File: config.mk
export PLATFORM = sky130hd
export DESIGN_NAME = fmult_accum_seq
export DESIGN_NICKNAME = d
export VERILOG_FILES = /design/src/rtl/fmult_accum_seq.sv
export SDC_FILE = /design/constraint.sdc
export NUM_CORES = 1
export LEC_CHECK = 0
export BUFFER_PORTS_ARGS = -buffer_cell sky130_fd_sc_hd__buf_4
export CAP_MARGIN = 20
export CORE_MARGIN = 4
export CORE_UTILIZATION = 39
export DETAILED_ROUTE_END_ITERATION = 7
export PLACE_DENSITY = 0.78
export SLEW_MARGIN = 10
export SYNTH_ARGS = -nofsm -noshare
export SYNTH_HDL_FRONTEND = slang
export SYNTH_SLANG_ARGS = --single-unit
File: constraint.sdc
create_clock -name clk -period 2.3 [get_ports clk]
set_input_delay 0.345 -clock clk [delete_from_list [all_inputs] [get_ports clk]]
set_output_delay 0.345 -clock clk [all_outputs]
set_load 0.1 [all_outputs]
File: src/rtl/fmult_accum_seq.sv
// rtl/fmult_accum_seq.sv - shares one FMULT across the eight predictor products and accumulates SEZ/SE
// Optional operand pipeline stage: define FMULT_SEQ_PIPE_EN.
module fmult_accum_seq #(
  parameter int NPROD = 8,
  parameter int NZERO = 6
) (
  input  logic        clk,
  input  logic        reset,
  input  logic        scan_in0,
  input  logic        scan_enable,
  input  logic        test_mode,
  output logic        scan_out0,
  input  logic        start,
  input  logic [15:0] a1,
  input  logic [15:0] a2,
  input  logic [15:0] b1,
  input  logic [15:0] b2,
  input  logic [15:0] b3,
  input  logic [15:0] b4,
  input  logic [15:0] b5,
  input  logic [15:0] b6,
  input  logic [10:0] sr1,
  input  logic [10:0] sr2,
  input  logic [10:0] dq1,
  input  logic [10:0] dq2,
  input  logic [10:0] dq3,
  input  logic [10:0] dq4,
  input  logic [10:0] dq5,
  input  logic [10:0] dq6,
  output logic [15:0] anbn,
  output logic [10:0] srndqn,
  input  logic [15:0] wanwbn,
  output logic        busy,
  output logic        done,
  output logic [14:0] sez,
  output logic [14:0] se
);

  typedef enum logic [1:0] {IDLE, MULT, DONE} state_t;

`ifdef FMULT_SEQ_PIPE_EN
  localparam logic [3:0] LAST_IDX = 4'(NPROD);
  localparam logic [3:0] SEZ_IDX  = 4'(NZERO);
`else
  localparam logic [3:0] LAST_IDX = 4'(NPROD - 1);
  localparam logic [3:0] SEZ_IDX  = 4'(NZERO - 1);
`endif
  localparam logic [3:0] NPROD_W  = 4'(NPROD);

  state_t      state, state_nxt;
  logic [3:0]  idx;
  logic [15:0] acc;
  logic [15:0] sezi_hold;
  logic [15:0] acc_sum;
  logic [15:0] sel_an;
  logic [10:0] sel_sr;
  logic        acc_en;

  // Scan chain is a simple gated pass-through in this block
  assign scan_out0 = test_mode & scan_enable & scan_in0;

  assign acc_sum = acc + wanwbn;

  always_comb begin
    sel_an = 16'h0000;
    sel_sr = 11'h000;
    case (idx)
      4'd0: begin sel_an = b1; sel_sr = dq1; end
      4'd1: begin sel_an = b2; sel_sr = dq2; end
      4'd2: begin sel_an = b3; sel_sr = dq3; end
      4'd3: begin sel_an = b4; sel_sr = dq4; end
      4'd4: begin sel_an = b5; sel_sr = dq5; end
      4'd5: begin sel_an = b6; sel_sr = dq6; end
      4'd6: begin sel_an = a1; sel_sr = sr1; end
      4'd7: begin sel_an = a2; sel_sr = sr2; end
      default: begin sel_an = 16'h0000; sel_sr = 11'h000; end
    endcase
  end

  always_comb begin
    state_nxt = state;
    case (state)
      IDLE:    if (start) state_nxt = MULT;
      MULT:    if (idx == LAST_IDX) state_nxt = DONE;
      DONE:    state_nxt = start ? MULT : IDLE;
      default: state_nxt = IDLE;
    endcase
  end

`ifdef FMULT_SEQ_PIPE_EN
  // Operands are registered, so the product for idx k returns while idx is k+1
  logic acc_vld;

  assign acc_en = (state == MULT) && acc_vld;

  always_ff @(posedge clk) begin
    if (reset) begin
      anbn    <= 16'h0000;
      srndqn  <= 11'h000;
      acc_vld <= 1'b0;
    end else if ((state == MULT) && (idx < NPROD_W)) begin
      anbn    <= sel_an;
      srndqn  <= sel_sr;
      acc_vld <= 1'b1;
    end else begin
      anbn    <= 16'h0000;
      srndqn  <= 11'h000;
      acc_vld <= 1'b0;
    end
  end
`else
  assign acc_en = (state == MULT);
  assign anbn   = ((state == MULT) && (idx < NPROD_W)) ? sel_an : 16'h0000;
  assign srndqn = ((state == MULT) && (idx < NPROD_W)) ? sel_sr : 11'h000;
`endif

  always_ff @(posedge clk) begin
    if (reset) begin
      state     <= IDLE;
      idx       <= 4'd0;
      acc       <= 16'h0000;
      sezi_hold <= 16'h0000;
      busy      <= 1'b0;
      done      <= 1'b0;
      sez       <= 15'h0000;
      se        <= 15'h0000;
    end else begin
      state <= state_nxt;
      done  <= 1'b0;
      if (state == MULT) begin
        idx <= idx + 4'd1;
        if (acc_en) begin
          acc <= acc_sum;
          if (idx == SEZ_IDX) sezi_hold <= acc_sum;
        end
      end else begin
        if (state == DONE) begin
          sez  <= sezi_hold[15:1];
          se   <= acc[15:1];
          done <= 1'b1;
          busy <= 1'b0;
        end
        if (start) begin
          idx  <= 4'd0;
          acc  <= 16'h0000;
          busy <= 1'b1;
        end
      end
    end
  end

endmodule

# Word-level counts from Yosys, hierarchy flattened
# Cells that the tools add are included.
op_classes:
  eq_ne: 11
  reduce_logical: 10
  n_lt_le_gt_ge: 1
  muxes: 15
  add_sub_neg: 2
  bitwise_logic: 3
ops:
  columns: ["cell", "n"]
  rows:
  - ["$pmux 16 s8", 1]
  - ["$pmux 11 s8", 1]
  - ["$mux 16", 3]
  - ["$add 16x16->16", 1]
  - ["$eq 4x3->1 const B", 4]
  - ["$mux 11", 1]
  - ["$eq 4x2->1 const B", 2]
  - ["$mux 4", 2]
  - ["$reduce_and 2->1", 4]
  - ["$pmux 2 s3", 1]
  - ["$add 4x1->4 const B", 1]
  - ["$eq 4x1->1 const B", 1]
  - ["$logic_not 4->1", 1]
  - ["$lt 4x4->1 const B", 1]
  - ["$mux 1", 4]
  - ["$mux 2", 2]
  - ["$reduce_bool 2->1", 2]
  - ["$and 1x1->1", 2]
  - ["$eq 2x1->1 const B", 1]
  - ["$eq 2x2->1 const B", 1]
  - ["$logic_not 2->1", 1]
  - ["$ne 2x1->1 const B", 1]
  - ["$ne 2x2->1 const B", 1]
  - ["$reduce_or 2->1", 1]
  - ["other kinds (2)", 2]
word_totals:
  ff_bits: 70

# Depth between registers and ports, before layout
logic_depth:
  word_depth: 3
  depth_mapped: 9
  ltp_nobuf: 8

# Least setup slack after synthesis
# Ideal clock, no wire load.
synth_timing:
  path_type: "reg2out"
  start: "register idx[0]"
  end: "output port anbn[10]"
  arrival_time_ns: 3.023
  path_slack_ns: -1.068
  path_buffers: 2
  stages_incl_launch_ff: 7
  required_time_ns: 1.955
  path_cell_list: "dfxtp_1 > ha_1 > and2_1 > clkbuf_1 > buf_1 > a22oi_1 > a41oi_1"
synth_via:
  elab_chain_len: 3
synth_rtl:
  columns: ["element", "line", "rtl"]
  rows:
  - ["start: declaration", "51", "logic [3:0] idx;"]
  - ["start signal: assignment", "131", "idx <= idx + 4'd1;"]
  - ["$eq 4x3->1, or another cell as far along", "67", "case (idx)"]
  - ["$pmux 16 s8 / $logic_and 1x1->1 (equally long branches)", "67, 113", null]
  - ["$mux 16 *", "113", "assign anbn = ((state == MULT) && (idx < NPROD_W)) ? sel_an : 16'h0000;"]
  - ["end: declaration", "30", "output logic [15:0] anbn,"]
# Every way passes the cells marked *; elsewhere a longest branch is shown, timed or not.

# Worst setup path in the final report
layout_timing:
  start: "register idx[0]"
  end: "output port anbn[5]"
# Same word-level chain as after synthesis.

==> impl.org <==
** Global route
- Entering global routing, the biggest net connects 57 pins.
- The initial antenna violation count is 2.
- Number of global-route vias before repair :: 6,098
- The total overflow left after global routing is 0.
- Global routing usage summed across all routing layers :: 0.3252
- The first global-routing pass estimated about 34 mm of wire.

** Cells and area
- Once layout is complete, the utilization of the core stands at 0.7805.
- In the final design database the tool counted 1,134 nets.
- The top cell types in the final layout, fill and taps aside, are buf_4, nand2_1, a22oi_2.
- The finished layout holds 1,025 standard cells, fillers aside.
- In the final layout, the multi-input gates occupy 3872 um^2.
- The library cell used most frequently in the layout, excluding fill and tap cells, is buf_4.
- Filler instances :: slightly below 800
- Synthesis-to-layout area growth :: 96.17%
- Summing all flip-flop and latch instances after layout gives 1394 um^2.
- In the final layout, the share of cells above drive strength 1 is 0.5641.

** Clock tree
- For this design, the CTS-stage hold fixing added 0 buffers.
- Clk buf depth :: 2
- Number of buffers added by the clock tree synthesis step :: 9
- TritonCTS built the clock tree.
- The tree built by TritonCTS fans out to 69 sinks.
- The clock tree synthesis step divided the H-tree into 3 levels.
- The cell sitting at the root of the clock tree is a clkbuf_16.
- After clock tree synthesis, the clock-pin slew on the worst setup and hold paths is 0.06 ns.
- Worst skew pair latency :: 0.33 ns

** Pwr
- Power Density :: 456.7 nW/um^2
- Leakage :: 3.487 nW
- IR drop worst, VDD :: 0.0005031 V

** Timing
- Setup repair after global routing missed its margin :: true
- Worst Setup Slack, final :: -0.09003 ns
- Period utilization :: 1.039
- Worst slew pin tran :: 0.9562 ns
- For the finished layout, the period the worst path requires is approximately 2.4 ns.
- Setup violations remaining at the end of the flow were counted as 4.
- Derived from the worst setup path, the maximum achievable clock frequency is ~420 MHz.
- The number of pins exceeding their max-slew limit in the final report is 0.
- The number of hold violations in the final report was 0.
- Maximum clock skew at final layout :: 0.003336 ns
- Relative slew slack :: 0.3576

** Run status
- Violations in the final reports :: negative setup slack
- The run finished, with violations left.

** Synthesis
- Counting flops with a built-in enable in the synthesized netlist gives 0.
- Area contributors post-synth :: dfxtp_1, a22oi_1, nand2_1
- After synthesis the cells add up to approximately 4500 um^2.
- Gate count of the mapped netlist :: between 500 and 600
- Leading area contributor after synthesis :: dfxtp_1
- In the synthesized netlist the dominant register cell turns out to be dfxtp_1.
- Count of synthesis-stage warnings from yosys :: 0
- Flip-flop and latch count after synthesis :: 69
- Share of synthesized area occupied by flip-flops and latches :: 0.3040
- The share of synthesized area in the top cell type comes to 0.3040.
- Synthesized Nets :: 827
- Yosys mapped the design onto 47 distinct sky130hd cell types.
- In this run the mean area of a mapped cell was between 7 and 8 um^2.
- Of all flip-flops after synthesis, the portion carrying an async set or reset was 0.

** Floorplan
- Row count :: 39
- The die covers approximately 13,000 um^2.
- Die span in x :: roughly 120 um
- Die Ht :: 115.9 um
- For this configuration, the core starts out at a cell density of 0.3979.
- Count of pins on the block boundary :: between 200 and 300
- Core area :: 11,420 um^2

** Setup path
- Data arrives at the worst endpoint at 2.05 ns.
- Critical path endpoint category :: output port
- Setup crit start :: idx[0]
- STA classifies the critical path startpoint as a flop.
- The worst setup path is of the reg -> out kind.
- Biggest fanout along the worst timing path :: 9
- The worst register-to-register path begins at acc[0].
- At the worst endpoint, the required time is 1.96 ns.

** Place
- Detailed placement HPWL :: 17.52 mm
- During placement, the flow inserted port buffers numbering 297.
- Setup WS pre-CTS :: -0.1818 ns
- Once placement completed, the tool counted placed cells totaling 997.
- At the end of routability-driven placement, the weighted congestion stood at 0.9403.

** Route
- In the routed design, unresolved DRC markers number 0.
- Before antenna repair, the detailed router went through 5 iterations.
- Detail Route Antenna Nets :: 0
- Via total after detailed routing :: between 6,000 and 7,000
- Via-to-Cell Ratio :: 6.138
- Dividing the detail-routed wire length by the instance count gives about 25 um.
- After detailed routing, the total wire length is 25.24 mm.
- Number of violations reported at the end of detailed-routing iteration 0 :: 603

** Flow run
- MaxCap Viol Count :: 0

** Hold path
- The min-delay analysis places its worst path in the category in -> reg.
- The worst hold path begins at reset.
## layout make-up
| class | count | share of cell area |
|---|---|---|
| Sequential cell | 69 | 0.1564 |
| Antenna cell | 1 | 0.0002808 |
| Tap cell | 143 | 0.02008 |
| Inverter | 6 | 0.003089 |
| Clock inverter | 6 | 0.007020 |
| Timing Repair Buffer | 347 | 0.3518 |
| Clock buffer | 10 | 0.02681 |
| Multi-Input combinational cell | 443 | 0.4345 |
## cell usage after synthesis (all sizes together), types with 2 or more instances
cell type / count
a21o: 5
o21ai: 10
and2: 10
a211o: 7
nand4: 2
nor3b: 5
nor2b: 3
and3: 4
nor4b: 5
a31o: 2
a41oi: 27
a211oi: 2
a21oi: 57
nor2: 23
dfxtp: 69
xor2: 7
nand2b: 3
a31oi: 2
buf: 26
a22oi: 108
mux2i: 4
xnor2: 8
nand3: 4
nand2: 82
inv: 6
a22o: 15
nand3b: 4
clkbuf: 25
nor3: 13
a221o: 2
ha: 19
## timing repair
action	CTS	global route
setup endpoints to repair	30	37
setup buffers	2	1
gates resized for setup	90	92
gates cloned	2	6
pin swaps	6	13
## worst paths after layout
kind	end	slack [ns]	cells past startpoint
setup reg to reg	sezi_hold[12]	0.11	9
setup / recovery	anbn[5]	-0.09	7
hold / removal	sezi_hold[5]	0.29	2
hold reg to reg	sez[2]	0.45	2
## worst max-delay path: stages (launching register included)
cell,delay [ns]
dfxtp_4,0.39
inv_4,0.05
ha_4,0.15
and2_4,0.17
clkbuf_16,0.18
a22oi_1,0.38
a41oi_4,0.17
buf_6,0.22
## kinds of logic after synthesis
| kind of cell | count (synthesis) | synth area share |
|---|---|---|
| simple gates | 163 | 0.1680 |
| flops | 69 | 0.3040 |
| compound gates | 241 | 0.3792 |
| buf+inv | 57 | 0.05425 |
| fa+ha+maj | 20 | 0.05673 |
| mux | 4 | 0.008813 |
| xor+xnor | 15 | 0.02892 |
## sequential cells by signal, summed over array words and instances (netlist names)
name,count
busy,1
se,15
sez,15
acc,16
idx,4
state,2
done,1
sezi_hold,15
## stage by stage
step	hold slack [ns]	setup TNS, ns	area, um^2	power, mW
CTS	0.2781	-0.1894	8364	3.987
detailed placement	0.4469	-1.041	7655	2.505
floorplan	0.4271	0	5122	1.991
global placement	0.4384	-0.7378	7655	2.480
global route	0.2978	-0.6773	8910	4.201
finish	0.2918	-0.1643	8912	4.070
## per-layer routing
metal / vias up / GRT usage / routed length (um)
met5: - / 0 / 14
met4: 2 / 0.07889 / 599
met3: 64 / 0.1269 / 3035
met2: 429 / 0.5309 / 12020
met1: 2991 / 0.4049 / 9570
li1: 2805 / - / -
## report_power, final
| part | internal (mW) | switching, mW | total [mW] |
|---|---|---|---|
| logic | 0.650 | 0.788 | 1.44 |
| clock network | 0.864 | 0.523 | 1.39 |
| registers | 1.22 | 0.0263 | 1.24 |
| total | 2.73 | 1.34 | 4.07 |
Power figures use the tool's default switching activity.
